<file path="config.mk">
export PLATFORM = sky130hd
export DESIGN_NAME = pwm_duty_ramp_flat
export DESIGN_NICKNAME = d
export VERILOG_FILES = /design/src/rtl/pwm_duty_ramp_if.sv /design/src/rtl/pwm_duty_ramp.sv /design/src/flat_wrapper.sv
export SDC_FILE = /design/constraint.sdc
export NUM_CORES = 1
export LEC_CHECK = 0
export BUFFER_PORTS_ARGS = -buffer_cell sky130_fd_sc_hd__buf_2
export CAP_MARGIN = 10
export CORE_MARGIN = 1
export CORE_UTILIZATION = 46
export CTS_CLUSTER_DIAMETER = 100
export DETAILED_ROUTE_END_ITERATION = 16
export GPL_TIMING_DRIVEN = 0
export PLACE_DENSITY = 0.69
export SLEW_MARGIN = 0
export SYNTH_ARGS = -nofsm -noshare
export SYNTH_HDL_FRONTEND = slang
export SYNTH_SLANG_ARGS = --single-unit
</file>
<file path="constraint.sdc">
create_clock -name clk -period 5.1 [get_ports clk]
set_input_delay 0.51 -clock clk [delete_from_list [all_inputs] [get_ports clk]]
set_output_delay 0.51 -clock clk [all_outputs]
set_load 0.01 [all_outputs]
</file>
<file path="src/rtl/pwm_duty_ramp_if.sv">
// Handshake bundle between the duty-ramp limiter and its neighbours.
// The master side drives the raw target and the freeze request; the slave side is the limiter.
interface pwm_duty_ramp_if;
  logic [6:0] target;
  logic       freeze;
  logic [6:0] dc;
  logic       busy;
  logic       at_target;

  modport master (output target, freeze, input dc, busy, at_target);
  modport slave  (input target, freeze, output dc, busy, at_target);
endinterface

</file>
<file path="src/rtl/pwm_duty_ramp.sv">
// Slew-rate limiter feeding the PWM duty input: walks dc toward a synchronized target in bounded steps.
// Optional macro DUTY_RAMP_CLAMP_EN limits the effective target to 100.
module pwm_duty_ramp #(
  parameter int unsigned STEP_CYCLES = 1000,
  parameter int unsigned STEP_SIZE   = 1
) (
  input  logic            clk,
  input  logic            rst_n,
  pwm_duty_ramp_if.slave  bus
);

  localparam logic [1:0]  S_IDLE   = 2'd0;
  localparam logic [1:0]  S_UP     = 2'd1;
  localparam logic [1:0]  S_DOWN   = 2'd2;
  localparam logic [15:0] CNT_LAST = 16'(STEP_CYCLES - 1);
  localparam logic [7:0]  STEP_W   = 8'(STEP_SIZE);

  logic [6:0]  t_s1;
  logic [6:0]  t_s2;
  logic [6:0]  tgt;
  logic [6:0]  dc;
  logic [6:0]  dc_nxt;
  logic [15:0] cnt;
  logic [15:0] cnt_nxt;
  logic [1:0]  state;
  logic [1:0]  state_nxt;
  logic [1:0]  dir;
  logic        busy;
  logic        at_target;

  function automatic logic [6:0] clamp_tgt(input logic [6:0] t);
`ifdef DUTY_RAMP_CLAMP_EN
    return (t > 7'd100) ? 7'd100 : t;
`else
    return t;
`endif
  endfunction

  function automatic logic [1:0] dir_of(input logic [6:0] cur, input logic [6:0] goal);
    if (cur < goal)      return S_UP;
    else if (cur > goal) return S_DOWN;
    else                 return S_IDLE;
  endfunction

  // Move by STEP_SIZE but never past the goal; 8-bit unsigned magnitudes avoid any wrap.
  function automatic logic [6:0] step_toward(input logic [6:0] cur, input logic [6:0] goal);
    logic [7:0] diff;
    logic [7:0] mv;
    if (goal > cur) diff = {1'b0, goal} - {1'b0, cur};
    else            diff = {1'b0, cur} - {1'b0, goal};
    mv = (diff < STEP_W) ? diff : STEP_W;
    if (goal > cur) return 7'({1'b0, cur} + mv);
    else            return 7'({1'b0, cur} - mv);
  endfunction

  always_comb begin
    tgt       = clamp_tgt(t_s2);
    dir       = dir_of(dc, tgt);
    dc_nxt    = dc;
    cnt_nxt   = cnt;
    state_nxt = state;
    if (!bus.freeze) begin
      if (dir == S_IDLE) begin
        state_nxt = S_IDLE;
        cnt_nxt   = '0;
      end else if (state == S_IDLE) begin
        state_nxt = dir;
        cnt_nxt   = '0;
      end else if (cnt == CNT_LAST) begin
        // A reversal keeps cnt running, so the step cadence is never disturbed.
        cnt_nxt   = '0;
        dc_nxt    = step_toward(dc, tgt);
        state_nxt = dir_of(dc_nxt, tgt);
      end else begin
        cnt_nxt   = cnt + 16'd1;
        state_nxt = dir;
      end
    end
  end

  always_ff @(posedge clk or negedge rst_n) begin
    if (!rst_n) begin
      t_s1      <= '0;
      t_s2      <= '0;
      state     <= S_IDLE;
      cnt       <= '0;
      dc        <= '0;
      busy      <= 1'b0;
      at_target <= 1'b1;
    end else begin
      t_s1      <= bus.target;
      t_s2      <= t_s1;
      state     <= state_nxt;
      cnt       <= cnt_nxt;
      dc        <= dc_nxt;
      if (!bus.freeze) busy <= (state_nxt != S_IDLE);
      at_target <= (dc_nxt == tgt);
    end
  end

  assign bus.dc        = dc;
  assign bus.busy      = busy;
  assign bus.at_target = at_target;

endmodule

</file>
<file path="src/flat_wrapper.sv">
// flat-port wrapper written by rule: the top's interface ports become plain ports
module pwm_duty_ramp_flat 
#(
  parameter int unsigned STEP_CYCLES = 1000,
  parameter int unsigned STEP_SIZE   = 1
)
  (clk, rst_n, bus_target, bus_freeze, bus_dc, bus_busy, bus_at_target);
  pwm_duty_ramp_if bus_i ();
  input  logic clk;
  input  logic rst_n;
  input wire logic [$bits(bus_i.target)-1:0] bus_target;
  input wire logic [$bits(bus_i.freeze)-1:0] bus_freeze;
  output wire logic [$bits(bus_i.dc)-1:0] bus_dc;
  output wire logic [$bits(bus_i.busy)-1:0] bus_busy;
  output wire logic [$bits(bus_i.at_target)-1:0] bus_at_target;
  assign bus_i.target = bus_target;
  assign bus_i.freeze = bus_freeze;
  assign bus_dc = bus_i.dc;
  assign bus_busy = bus_i.busy;
  assign bus_at_target = bus_i.at_target;
  pwm_duty_ramp #(.STEP_CYCLES(STEP_CYCLES), .STEP_SIZE(STEP_SIZE)) u_core (.clk(clk), .rst_n(rst_n), .bus(bus_i));
endmodule
</file>
**After elaboration in Yosys (flattened, before gate mapping)**

Index checks and enable logic that the tools add are counted.

- Add/sub/neg operators: 5
- $lt $le $gt $ge: 6
- Equal/unequal tests: 2
- Muxes and demuxes: 26
- Reductions and logical operators: 3

Operators by type and width:

| operator | count |
|---|---|
| two-way mux 7 bit | 10 |
| two-way mux 16 bit | 3 |
| two-way mux 8 bit | 5 |
| greater-than comparator 7 bit | 3 |
| adder 16 x 1 -> 16 bit (second input constant) | 1 |
| == test 16 x 10 -> 1 bit (second input constant) | 1 |
| two-way mux 2 bit | 8 |
| subtractor 7 x 7 -> 8 bit | 2 |
| < comparator 7 bit | 2 |
| < comparator 8 x 1 -> 1 bit (second input constant) | 1 |
| adder 7 bit | 1 |
| == test 7 bit | 1 |
| subtractor 7 bit | 1 |
| zero test 2 bit | 2 |
| nonzero test 2 bit | 1 |

- Register bits: 41
- Output and inout bits: 9
- Word-level logic and storage cells: 49

**Logic depth before layout (Yosys ltp)**

Gate-level depths: netlist of the first run.

- Depth in word-level cells: 22
- Depth in mapped cells: 26
- Mapped depth without buffers: 26

**Worst setup path before layout of the first run**

No wires, ideal clock.

- Path type: register -> register
- From: reg u_core.dc[1] (netlist: u_core.bus.dc[1])
- To: reg u_core.busy (netlist: u_core.bus.busy)
- Library setup time: 0.067 ns
- Arrival: 5.267 ns
- Setup slack: -0.234 ns
- Stages on the path, launching flop included: 24
- Buffers on the path: 0
- Period minus slack after synthesis: 5.334 ns
- Cell sequence: dfrtp_1 inv_1 ha_1 nor2b_1 o21ai_0 a21boi_0 or3_1 a2111oi_0 o211ai_1 inv_1 ha_1 and2_1 fa_1 nor2b_1 o221ai_1 a21oi_1 xor2_1 xnor2_1 ha_1 nand4_1 o211ai_1 o21ai_0 a2111oi_0 o31a_1

- Word-level cells in the longest chain between the ends: 22
- Elaborated cells on any way between the ends: 31
- Those cells by class: add/sub (4); order compare (6); mux (19); reduce/logical (2)

RTL lines:

| what | RTL line | RTL |
|---|---|---|
| start: declaration | pwm_duty_ramp.sv:21 | `logic [6:0] dc;` |
| start signal: assignment | pwm_duty_ramp.sv:95 | `dc <= dc_nxt;` |
| subtractor 7 x 7 -> 8 bit, or another cell as far along | pwm_duty_ramp.sv:50 | `else diff = {1'b0, cur} - {1'b0, goal};` |
| two-way mux 8 bit | pwm_duty_ramp.sv:49 | `if (goal > cur) diff = {1'b0, goal} - {1'b0, cur};` |
| two-way mux 8 bit | pwm_duty_ramp.sv:69 | `end else if (cnt == CNT_LAST) begin` |
| two-way mux 8 bit | pwm_duty_ramp.sv:66 | `end else if (state == S_IDLE) begin` |
| two-way mux 8 bit | pwm_duty_ramp.sv:63 | `if (dir == S_IDLE) begin` |
| two-way mux 8 bit | pwm_duty_ramp.sv:62 | `if (!bus.freeze) begin` |
| < comparator 8 x 1 -> 1 bit | pwm_duty_ramp.sv:51 | `mv = (diff < STEP_W) ? diff : STEP_W;` |
| two-way mux 7 bit | pwm_duty_ramp.sv:51 |  |
| [6 not listed] | -- |  |
| greater-than comparator 7 bit | pwm_duty_ramp.sv:41 | `else if (cur > goal) return S_DOWN;` |
| two-way mux 2 bit | pwm_duty_ramp.sv:41 |  |
| two-way mux 2 bit | pwm_duty_ramp.sv:40 | `if (cur < goal) return S_UP;` |
| two-way mux 2 bit | pwm_duty_ramp.sv:69 |  |
| two-way mux 2 bit | pwm_duty_ramp.sv:66 |  |
| two-way mux 2 bit (*) | pwm_duty_ramp.sv:63 |  |
| two-way mux 2 bit (*) | pwm_duty_ramp.sv:62 |  |
| nonzero test 2 bit (*) | pwm_duty_ramp.sv:96 | `if (!bus.freeze) busy <= (state_nxt != S_IDLE);` |
| end signal: assignment | pwm_duty_ramp.sv:96 |  |
| end: declaration | pwm_duty_ramp.sv:28 | `logic busy;` |

Mark *: on every way between the ends. The rest lies on a longest branch, timed or not. The select of a mux whose other input is x is not followed.
A chain may end at the register's enable or synchronous reset.

**Worst setup path in the final report of the first run**

Same ends and word-level chain as after synthesis.

==> results of run 1 <==
-- power by group --
group	leakage (nW)	total (mW)	switching, mW	internal (mW)
sequential	0.502	0.362	0.0175	0.345
combinational	1.11	0.243	0.129	0.114
clock	0.0439	0.212	0.118	0.0945
-- layout make-up --
cell class / instances / area share
Sequential cell: 41 / 0.267
Timing Repair Buffer: 54 / 0.0929
Buffer: 7 / 0.0110
Multi-Input combinational cell: 258 / 0.557
Tap cell: 77 / 0.0248
Inverter: 26 / 0.0252
Clock buffer: 5 / 0.0177
Clock inverter: 3 / 0.00451
-- how the worst max path moves through the flow --
stage | startpoint | to | depth (start not counted)
floorplan | u_core.bus.dc[2] | u_core.bus.busy | 24
global placement | u_core.bus.dc[4] | u_core.bus.busy | 24
detailed placement | u_core.bus.dc[6] | u_core.bus.busy | 24
CTS | u_core.bus.dc[2] | u_core.bus.busy | 23
global route | u_core.t_s2[0] | u_core.bus.busy | 25
finish | u_core.bus.dc[1] | u_core.bus.busy | 23
-- cells in the mapped netlist (4+ instances only) --
cell | n | area [sq um]
sky130_fd_sc_hd__dfrtp_1 | 40 | 1000
sky130_fd_sc_hd__nor2_1 | 34 | 128
sky130_fd_sc_hd__ha_1 | 29 | 363
sky130_fd_sc_hd__inv_1 | 26 | 97.6
sky130_fd_sc_hd__nand2_1 | 21 | 78.8
sky130_fd_sc_hd__xnor2_1 | 19 | 166
sky130_fd_sc_hd__o21ai_0 | 17 | 85.1
sky130_fd_sc_hd__a21oi_1 | 11 | 55.1
sky130_fd_sc_hd__nand3_1 | 10 | 50.1
sky130_fd_sc_hd__nor2b_1 | 7 | 43.8
sky130_fd_sc_hd__nor3_1 | 7 | 35.0
sky130_fd_sc_hd__o21a_1 | 7 | 52.6
sky130_fd_sc_hd__xor2_1 | 7 | 61.3
sky130_fd_sc_hd__a21o_1 | 6 | 45.0
sky130_fd_sc_hd__o2111ai_1 | 6 | 52.6
sky130_fd_sc_hd__or3_1 | 6 | 37.5
sky130_fd_sc_hd__and2_1 | 5 | 31.3
sky130_fd_sc_hd__buf_2 | 5 | 25.0
sky130_fd_sc_hd__nand4_1 | 5 | 31.3
sky130_fd_sc_hd__and3_1 | 4 | 25.0
sky130_fd_sc_hd__clkbuf_1 | 4 | 15.0
sky130_fd_sc_hd__o211ai_1 | 4 | 30.0
sky130_fd_sc_hd__or2_2 | 4 | 25.0
-- worst register-to-register path: cells and delay by family (launching register included) --
family	cells	cell delay [ns]
flops	1	0.42
xor+xnor	2	0.30
compound gates	10	2.01
buf+inv	2	0.18
fa+ha+maj	4	1.19
simple gates	5	0.94
-- cell families (layout without fill, tap and decap cells) --
family,after synthesis,in the layout,share of synthesized area
multiplexers,1,1,0.00330
XOR/XNOR,26,26,0.0750
AND/OR/NAND/NOR,124,124,0.228
buffers and inverters,35,95,0.0453
flip-flops,41,41,0.338
adder cells (fa/ha/maj),32,32,0.139
AO/OA/AOI/OAI,74,74,0.170
other,1,1,0.00124
-- sequential cells by signal, indices dropped and copies added (netlist names) --
| signal | count |
|---|---|
| u_core.t_s1 | 7 |
| u_core.bus.at_target | 1 |
| u_core.cnt | 16 |
| u_core.t_s2 | 7 |
| u_core.bus.dc | 7 |
| u_core.bus.busy | 1 |
| u_core.state | 2 |
-- stage by stage --
step                area (sq um)  setup TNS (ns)  power [mW]  setup WS [ns]  instances
floorplan                   3070               0       0.500         0.0387        334
global placement            3250           -1.32       0.543         -0.613        429
detailed placement          3250           -1.49       0.547         -0.673        429
CTS                         3600               0       0.785        0.00280        458
global route                3880          -0.329       0.860         -0.184        471
finish                      3880        -0.00367       0.817       -0.00367        471
-- what timing repair did --
item / in CTS / in global routing
buffers inserted: 23 / 13
pin swaps: 19 / 23
setup endpoints to repair: 4 / 2
gates cloned: 0 / 0
resized for setup: 33 / 36
-- metal layers --
layer	vias up	track usage	wire length [microns]
met4	0	0.0768	84
met2	61	0.360	3840
met5	-	0	0
li1	1300	-	-
met3	7	0.0268	286
met1	1311	0.285	3400
==> metrics.txt, run 1 <==
# TYPE chip_impl_metric gauge
chip_impl_info{name="status",value="finished, violations left"} 1
chip_impl_info{name="failed_checks",value="negative setup slack"} 1
chip_impl_metric{name="overflow",unit=""} 0
chip_impl_metric{name="critical_path.max_stage_delay",unit="ns"} 0.42
chip_impl_metric{name="detail_routed_net_length_per_standard_cell",unit="microns"} 16.2
chip_impl_metric{name="place.port_buffers",unit=""} 18
chip_impl_metric{name="drcViolationCount",unit=""} 0
chip_impl_metric{name="worst-r2r-cell-count",unit=""} 23
chip_impl_metric{name="grt_first_pass_wirelength",unit="microns"} 11900
chip_impl_metric{name="synth.distinct_cells",unit=""} 58
chip_impl_metric{name="p_r_area_growth_vs_syn",unit="%"} 27.8
chip_impl_metric{name="post-route-period-util",unit=""} 1.00
chip_impl_metric{name="final-max-slew-violation-count",unit=""} 0
chip_impl_info{name="hold_path_end",value="u_core.t_s1[2]"} 1
chip_impl_metric{name="grt_antenna_before_repair",unit=""} 0
chip_impl_metric{name="first_iter_violations",unit=""} 148
chip_impl_metric{name="dr_total_vias",unit=""} 2679
chip_impl_metric{name="finalSetupViolations",unit=""} 1
chip_impl_info{name="setup.worst_path.end_class",value="flip-flop"} 1
chip_impl_metric{name="final_nets",unit=""} 435
chip_impl_metric{name="finalWeightedCongestion",unit=""} 0.902
chip_impl_metric{name="core_area",unit="sq um"} 6350
chip_impl_metric{name="layout_setup_ws",unit="ns"} -0.00367
chip_impl_metric{name="min_period",unit="ns"} 5.10
chip_impl_metric{name="cts-buffers-inserted",unit=""} 5
chip_impl_metric{name="power.density",unit="nW/um^2"} 211
chip_impl_info{name="crit_slowest_cell",value="sky130_fd_sc_hd__dfrtp_2"} 1
chip_impl_metric{name="dp_hpwl",unit="microns"} 5040
chip_impl_metric{name="dieArea",unit="sq um"} 6930
chip_impl_metric{name="critical_path_required",unit="ns"} 5.33
chip_impl_info{name="worst_path_most_repeated_cell",value="sky130_fd_sc_hd__ha_1"} 1
chip_impl_metric{name="drt-pass1-iter-count",unit=""} 4
chip_impl_metric{name="postSynthAreaPerCell",unit="sq um"} 9.09
chip_impl_metric{name="ys_seq_area_frac",unit=""} 0.338
chip_impl_metric{name="synth-edff-count",unit=""} 0
chip_impl_metric{name="critPathBufInv",unit=""} 2
chip_impl_metric{name="static-leakage-power",unit="nW"} 1.66
chip_impl_metric{name="finish.utilization",unit=""} 0.611
chip_impl_info{name="timing.hold.worst.start",value="bus_target[2]"} 1
chip_impl_metric{name="initial_core_util",unit=""} 0.478
chip_impl_metric{name="slew_headroom",unit=""} 0.398
chip_impl_info{name="dominant_synthesized_flop_cell",value="sky130_fd_sc_hd__dfrtp_1"} 1
chip_impl_metric{name="f_max",unit="MHz"} 196
chip_impl_metric{name="io_pins",unit=""} 19
chip_impl_metric{name="final.fill_count",unit=""} 525
chip_impl_metric{name="finalWirelength",unit="microns"} 7610
chip_impl_metric{name="asyncSetResetFlopFracSynth",unit=""} 1.00
chip_impl_metric{name="postSynthRegisterBits",unit=""} 41
chip_impl_info{name="path_delay_family",value="compound AO/OA/AOI/OAI gates"} 1
chip_impl_metric{name="power.ir.vdd_worst",unit="mV"} 0.210
chip_impl_metric{name="critical_path_peak_fanout",unit=""} 4
chip_impl_metric{name="cts_max_path_buffers",unit=""} 2
chip_impl_metric{name="via_per_inst",unit=""} 5.69
chip_impl_metric{name="total_area_of_multi_input_combinational_cells",unit="sq um"} 2160
chip_impl_info{name="cts_tree",value="yes"} 1
chip_impl_metric{name="pin_count_of_the_biggest_net_entering_global_routing",unit=""} 42
chip_impl_info{name="commonest_cells_after_routing_fill_and_taps_aside",value="sky130_fd_sc_hd__buf_4, sky130_fd_sc_hd__nor2_1, sky130_fd_sc_hd__dfrtp_1"} 1
chip_impl_metric{name="regArea",unit="sq um"} 1030
chip_impl_metric{name="ant_nets",unit=""} 0
chip_impl_metric{name="layout-drive-gt1-share",unit=""} 0.332
chip_impl_metric{name="finClkSkew",unit="ns"} 0.0164
chip_impl_metric{name="clk_pin_slew_worst_paths",unit="ns"} 0.09
chip_impl_metric{name="critPathArrivalTime",unit="ns"} 5.33
chip_impl_metric{name="chipWidth",unit="microns"} 83.2
chip_impl_info{name="rr_startpoint",value="u_core.bus.dc[1]"} 1
chip_impl_metric{name="rrSetupSlack",unit="ns"} -0.004
chip_impl_info{name="worstSetupStartpointType",value="flip-flop"} 1
chip_impl_metric{name="die_height",unit="microns"} 83.2
chip_impl_info{name="crit_path_cell_trace",value="inv_2, ha_1, nor2b_1, o21ai_2, a21boi_2, or3_1, a2111oi_2, o211ai_1, inv_1, ha_1, and2_4, fa_2, nor2b_4, o221ai_2, a21oi_2, xor2_2, xnor2_1, ha_1, nand4_1, o211ai_1, o21ai_1, a2111oi_4, o31a_1"} 1
chip_impl_metric{name="post_synth_inst_count",unit=""} 334
chip_impl_metric{name="synth-warning-count",unit=""} 0
chip_impl_metric{name="post_synth_instance_area",unit="sq um"} 3040
chip_impl_info{name="criticalPathCategory",value="reg -> reg"} 1
chip_impl_metric{name="worst_slew_pin_slew",unit="ns"} 0.903
chip_impl_metric{name="overall_global_routing_resource_usage",unit=""} 0.215
chip_impl_metric{name="antenna_cells_inserted",unit=""} 0
chip_impl_info{name="timing.rr.end",value="u_core.bus.busy"} 1
chip_impl_metric{name="synth.net_count",unit=""} 376
chip_impl_metric{name="placement_rows",unit=""} 29
chip_impl_info{name="cts.root.buffer_cell",value="sky130_fd_sc_hd__clkbuf_8"} 1
chip_impl_metric{name="clock_sink_count",unit=""} 41
chip_impl_metric{name="holdWs",unit="ns"} 0.303
chip_impl_metric{name="finalHoldViolations",unit=""} 0
chip_impl_metric{name="insertion_delay",unit="ns"} 0.30
chip_impl_metric{name="hold_depth",unit=""} 1
chip_impl_info{name="setup_repair_after_global_routing_missed_its_margin",value="yes"} 1
chip_impl_metric{name="drv_cap",unit=""} 0
chip_impl_metric{name="first_global_vias",unit=""} 2531
chip_impl_info{name="min_path_type",value="in -> reg"} 1
chip_impl_info{name="mostFrequentLayoutCell",value="sky130_fd_sc_hd__buf_4"} 1
chip_impl_metric{name="cts.hold.buffers_added",unit=""} 0
chip_impl_metric{name="htree_num_levels",unit=""} 2
No activity file was read; power rests on OpenSTA's default activity.
==> run 2: changes to the inputs <==
==> constraint.sdc (replaced) <==
create_clock -name clk -period 4.16 [get_ports clk]
set_input_delay 0.416 -clock clk [delete_from_list [all_inputs] [get_ports clk]]
set_output_delay 0.416 -clock clk [all_outputs]
set_load 0.01 [all_outputs]
==> run 2 against run 1 <==
  * The flow still finishes with violations (negative setup slack)
  * Combinational power increased by 35%
  * Maximum frequency rose by 2.4%
  * Sequential power is 23% higher
  * Wire length up 0.64%
  * Via count grew 0.75%
  * Power grew 26%
==> metrics.txt, run 2 (synthesized netlist as in run 1, its figures left out) <==
# TYPE chip_impl_metric gauge
chip_impl_info{name="status",value="finished, violations left"} 1
chip_impl_info{name="failed_checks",value="negative setup slack"} 1
chip_impl_metric{name="final-max-slew-violation-count",unit=""} 0
chip_impl_metric{name="dp_hpwl",unit="microns"} 5100
chip_impl_info{name="mostFrequentLayoutCell",value="sky130_fd_sc_hd__buf_4"} 1
chip_impl_metric{name="critPathArrivalTime",unit="ns"} 5.17
chip_impl_metric{name="final.fill_count",unit=""} 512
chip_impl_metric{name="layout-drive-gt1-share",unit=""} 0.399
chip_impl_metric{name="hold_depth",unit=""} 1
chip_impl_metric{name="f_max",unit="MHz"} 201
chip_impl_metric{name="via_per_inst",unit=""} 5.65
chip_impl_info{name="cts.root.buffer_cell",value="sky130_fd_sc_hd__clkbuf_8"} 1
chip_impl_metric{name="clk_pin_slew_worst_paths",unit="ns"} 0.08
chip_impl_metric{name="detail_routed_net_length_per_standard_cell",unit="microns"} 16.0
chip_impl_metric{name="initial_core_util",unit=""} 0.478
chip_impl_metric{name="static-leakage-power",unit="nW"} 1.71
chip_impl_info{name="largest_register_by_flop_count",value="u_core.cnt"} 1
chip_impl_metric{name="cells_after_dpl",unit=""} 429
chip_impl_metric{name="routedLengthMet1",unit="microns"} 3570
chip_impl_metric{name="pin_count_of_the_biggest_net_entering_global_routing",unit=""} 42
chip_impl_metric{name="clock_sink_count",unit=""} 41
chip_impl_metric{name="cts_max_path_buffers",unit=""} 2
chip_impl_metric{name="p_comb_frac",unit=""} 0.318
chip_impl_metric{name="power.switching",unit="uW"} 332
chip_impl_metric{name="finalWeightedCongestion",unit=""} 0.915
chip_impl_info{name="rr_startpoint",value="u_core.bus.dc[0]"} 1
chip_impl_metric{name="ant_nets",unit=""} 0
chip_impl_metric{name="finClkSkew",unit="ns"} 0.0104
chip_impl_metric{name="post-route-period-util",unit=""} 1.20
chip_impl_metric{name="finish.utilization",unit=""} 0.643
chip_impl_metric{name="p_r_area_growth_vs_syn",unit="%"} 34.5
chip_impl_metric{name="placement_rows",unit=""} 29
chip_impl_metric{name="first_global_vias",unit=""} 2596
chip_impl_metric{name="layout.cell_area.non_filler",unit="sq um"} 4080
chip_impl_metric{name="dr_total_vias",unit=""} 2699
chip_impl_metric{name="rrSetupSlack",unit="ns"} -0.83
chip_impl_info{name="criticalPathCategory",value="reg -> reg"} 1
chip_impl_metric{name="power.ir.vdd_worst",unit="mV"} 0.301
chip_impl_metric{name="dpl-instance-area",unit="sq um"} 3420
chip_impl_metric{name="dieArea",unit="sq um"} 6930
chip_impl_info{name="hold_path_end",value="u_core.t_s1[6]"} 1
chip_impl_metric{name="worst_slew_pin_slew",unit="ns"} 0.895
chip_impl_metric{name="slew_headroom",unit=""} 0.403
chip_impl_metric{name="first_iter_violations",unit=""} 78
chip_impl_metric{name="cts-buffers-inserted",unit=""} 5
chip_impl_metric{name="min_period",unit="ns"} 4.99
chip_impl_metric{name="clock_share_of_power",unit=""} 0.250
chip_impl_metric{name="cts.hold.buffers_added",unit=""} 0
chip_impl_metric{name="overflow",unit=""} 0
chip_impl_metric{name="htree_num_levels",unit=""} 2
chip_impl_metric{name="drcViolationCount",unit=""} 0
chip_impl_metric{name="grt_first_pass_wirelength",unit="microns"} 12400
chip_impl_metric{name="switching_fraction",unit=""} 0.323
chip_impl_metric{name="power.density",unit="nW/um^2"} 252
chip_impl_metric{name="io_pins",unit=""} 19
chip_impl_metric{name="finalWirelength",unit="microns"} 7660
chip_impl_info{name="cts_tree",value="yes"} 1
chip_impl_info{name="min_path_type",value="in -> reg"} 1
chip_impl_metric{name="sequential_fraction_of_design_power",unit=""} 0.432
chip_impl_metric{name="drv_cap",unit=""} 0
chip_impl_metric{name="finalSetupViolations",unit=""} 4
chip_impl_metric{name="met2_wirelength",unit="microns"} 3630
chip_impl_metric{name="finalHoldViolations",unit=""} 0
chip_impl_metric{name="final_instance_count_without_filler_cells",unit=""} 478
chip_impl_metric{name="detailroute.wirelength.met3",unit="microns"} 255
chip_impl_metric{name="critical_path_peak_fanout",unit=""} 5
chip_impl_info{name="top_layer_used",value="met4"} 1
chip_impl_metric{name="overall_global_routing_resource_usage",unit=""} 0.224
chip_impl_info{name="commonest_cells_after_routing_fill_and_taps_aside",value="sky130_fd_sc_hd__buf_4, sky130_fd_sc_hd__nor2_1, sky130_fd_sc_hd__dfrtp_1"} 1
chip_impl_metric{name="worst-r2r-cell-count",unit=""} 25
chip_impl_metric{name="insertion_delay",unit="ns"} 0.30
chip_impl_metric{name="grt_antenna_before_repair",unit=""} 0
chip_impl_info{name="setup.worst_path.end_class",value="flip-flop"} 1
chip_impl_metric{name="drt-pass1-iter-count",unit=""} 4
chip_impl_info{name="setup_repair_after_global_routing_missed_its_margin",value="yes"} 1
chip_impl_metric{name="layout_setup_ws",unit="ns"} -0.825
chip_impl_info{name="worstSetupStartpointType",value="flip-flop"} 1
chip_impl_info{name="timing.hold.worst.start",value="bus_target[6]"} 1
chip_impl_metric{name="largest_register_ffs",unit=""} 16
chip_impl_metric{name="chipWidth",unit="microns"} 83.2
chip_impl_metric{name="critical_path_required",unit="ns"} 4.34
chip_impl_metric{name="power_report.internal_total",unit="uW"} 696
chip_impl_info{name="timing.rr.end",value="u_core.bus.busy"} 1
chip_impl_metric{name="die_height",unit="microns"} 83.2
chip_impl_metric{name="antenna_cells_inserted",unit=""} 0
chip_impl_metric{name="final_nets",unit=""} 442
chip_impl_metric{name="place.port_buffers",unit=""} 18
chip_impl_metric{name="core_area",unit="sq um"} 6350
run 2: timing repair:
item	4_1_cts	5_1_grt
setup buffers	31	12
setup endpoints to repair	6	5
gates resized for setup	38	20
pin swaps	35	18
run 2: worst max-delay path by stage:
stage          cells past startpoint             start         endpoint  slack (ns)
2_1_floorplan                     22  u_core.bus.dc[2]  u_core.bus.busy       -0.40
3_3_place_gp                      24  u_core.bus.dc[4]  u_core.bus.busy       -1.18
3_5_place_dp                      24  u_core.bus.dc[4]  u_core.bus.busy       -1.24
4_1_cts                           22    u_core.t_s2[4]  u_core.bus.busy       -0.89
5_1_grt                           24  u_core.bus.dc[0]  u_core.bus.busy       -1.09
6_report                          25  u_core.bus.dc[0]  u_core.bus.busy       -0.83
run 2: per-layer routing:
metal  vias up  track usage
met3        18       0.0378
met2        60        0.358
met1      1300        0.307
met4         0       0.0784
li1       1321            -
met5         -            0
run 2: final cells by class:
class,instances,area [sq um],area share
clock buffers,5,68.8,0.0169
repair buffers,61,417,0.102
clock inverters,3,17.5,0.00429
well taps,77,96.3,0.0236
plain buffers,7,48.8,0.0120
inverters,26,103,0.0251
flip-flops and latches,41,1040,0.254
multi-input cells,258,2290,0.562
run 2: worst max-delay path, cell delays in order, from the launching register on:
cell and delay [ns]:
sky130_fd_sc_hd__dfrtp_1 0.44, sky130_fd_sc_hd__ha_2 0.22, sky130_fd_sc_hd__inv_2 0.05, sky130_fd_sc_hd__fa_2 0.22
sky130_fd_sc_hd__nand3_2 0.09, sky130_fd_sc_hd__a21bo_4 0.25, sky130_fd_sc_hd__a21oi_4 0.28, sky130_fd_sc_hd__o2111ai_2 0.18
sky130_fd_sc_hd__o2111ai_2 0.11, sky130_fd_sc_hd__o211ai_1 0.14, sky130_fd_sc_hd__inv_1 0.11, sky130_fd_sc_hd__ha_4 0.19
sky130_fd_sc_hd__and2_4 0.13, sky130_fd_sc_hd__fa_2 0.36, sky130_fd_sc_hd__nor2b_4 0.14, sky130_fd_sc_hd__o221ai_2 0.11
sky130_fd_sc_hd__a21oi_2 0.21, sky130_fd_sc_hd__xor2_2 0.25, sky130_fd_sc_hd__xnor2_1 0.10, sky130_fd_sc_hd__ha_1 0.29
sky130_fd_sc_hd__nand4_1 0.11, sky130_fd_sc_hd__buf_4 0.16, sky130_fd_sc_hd__buf_4 0.13, sky130_fd_sc_hd__o21ai_2 0.18
sky130_fd_sc_hd__a2111oi_4 0.10, sky130_fd_sc_hd__o31a_1 0.30
run 2: through the flow:
| step | hold WS (ns) | setup slack, ns | power (mW) | TNS [ns] |
|---|---|---|---|---|
| 2_1_floorplan | 0.120 | -0.396 | 0.633 | -0.736 |
| 3_3_place_gp | 0.332 | -1.18 | 0.686 | -3.92 |
| 3_5_place_dp | 0.337 | -1.24 | 0.690 | -4.23 |
| 4_1_cts | 0.211 | -0.891 | 1.00 | -2.54 |
| 5_1_grt | 0.204 | -1.09 | 1.09 | -3.36 |
| 6_report | 0.215 | -0.825 | 1.03 | -2.40 |
run 2: power groups by stage:
| stage | logic (mW) | clock network (mW) | registers, mW |
|---|---|---|---|
| 2_1_floorplan | 0.182 | 0 | 0.450 |
| 5_1_grt | 0.357 | 0.281 | 0.449 |
| 6_report | 0.327 | 0.257 | 0.445 |
| 4_1_cts | 0.292 | 0.266 | 0.444 |
| 3_3_place_gp | 0.232 | 0 | 0.453 |
| 3_5_place_dp | 0.236 | 0 | 0.455 |
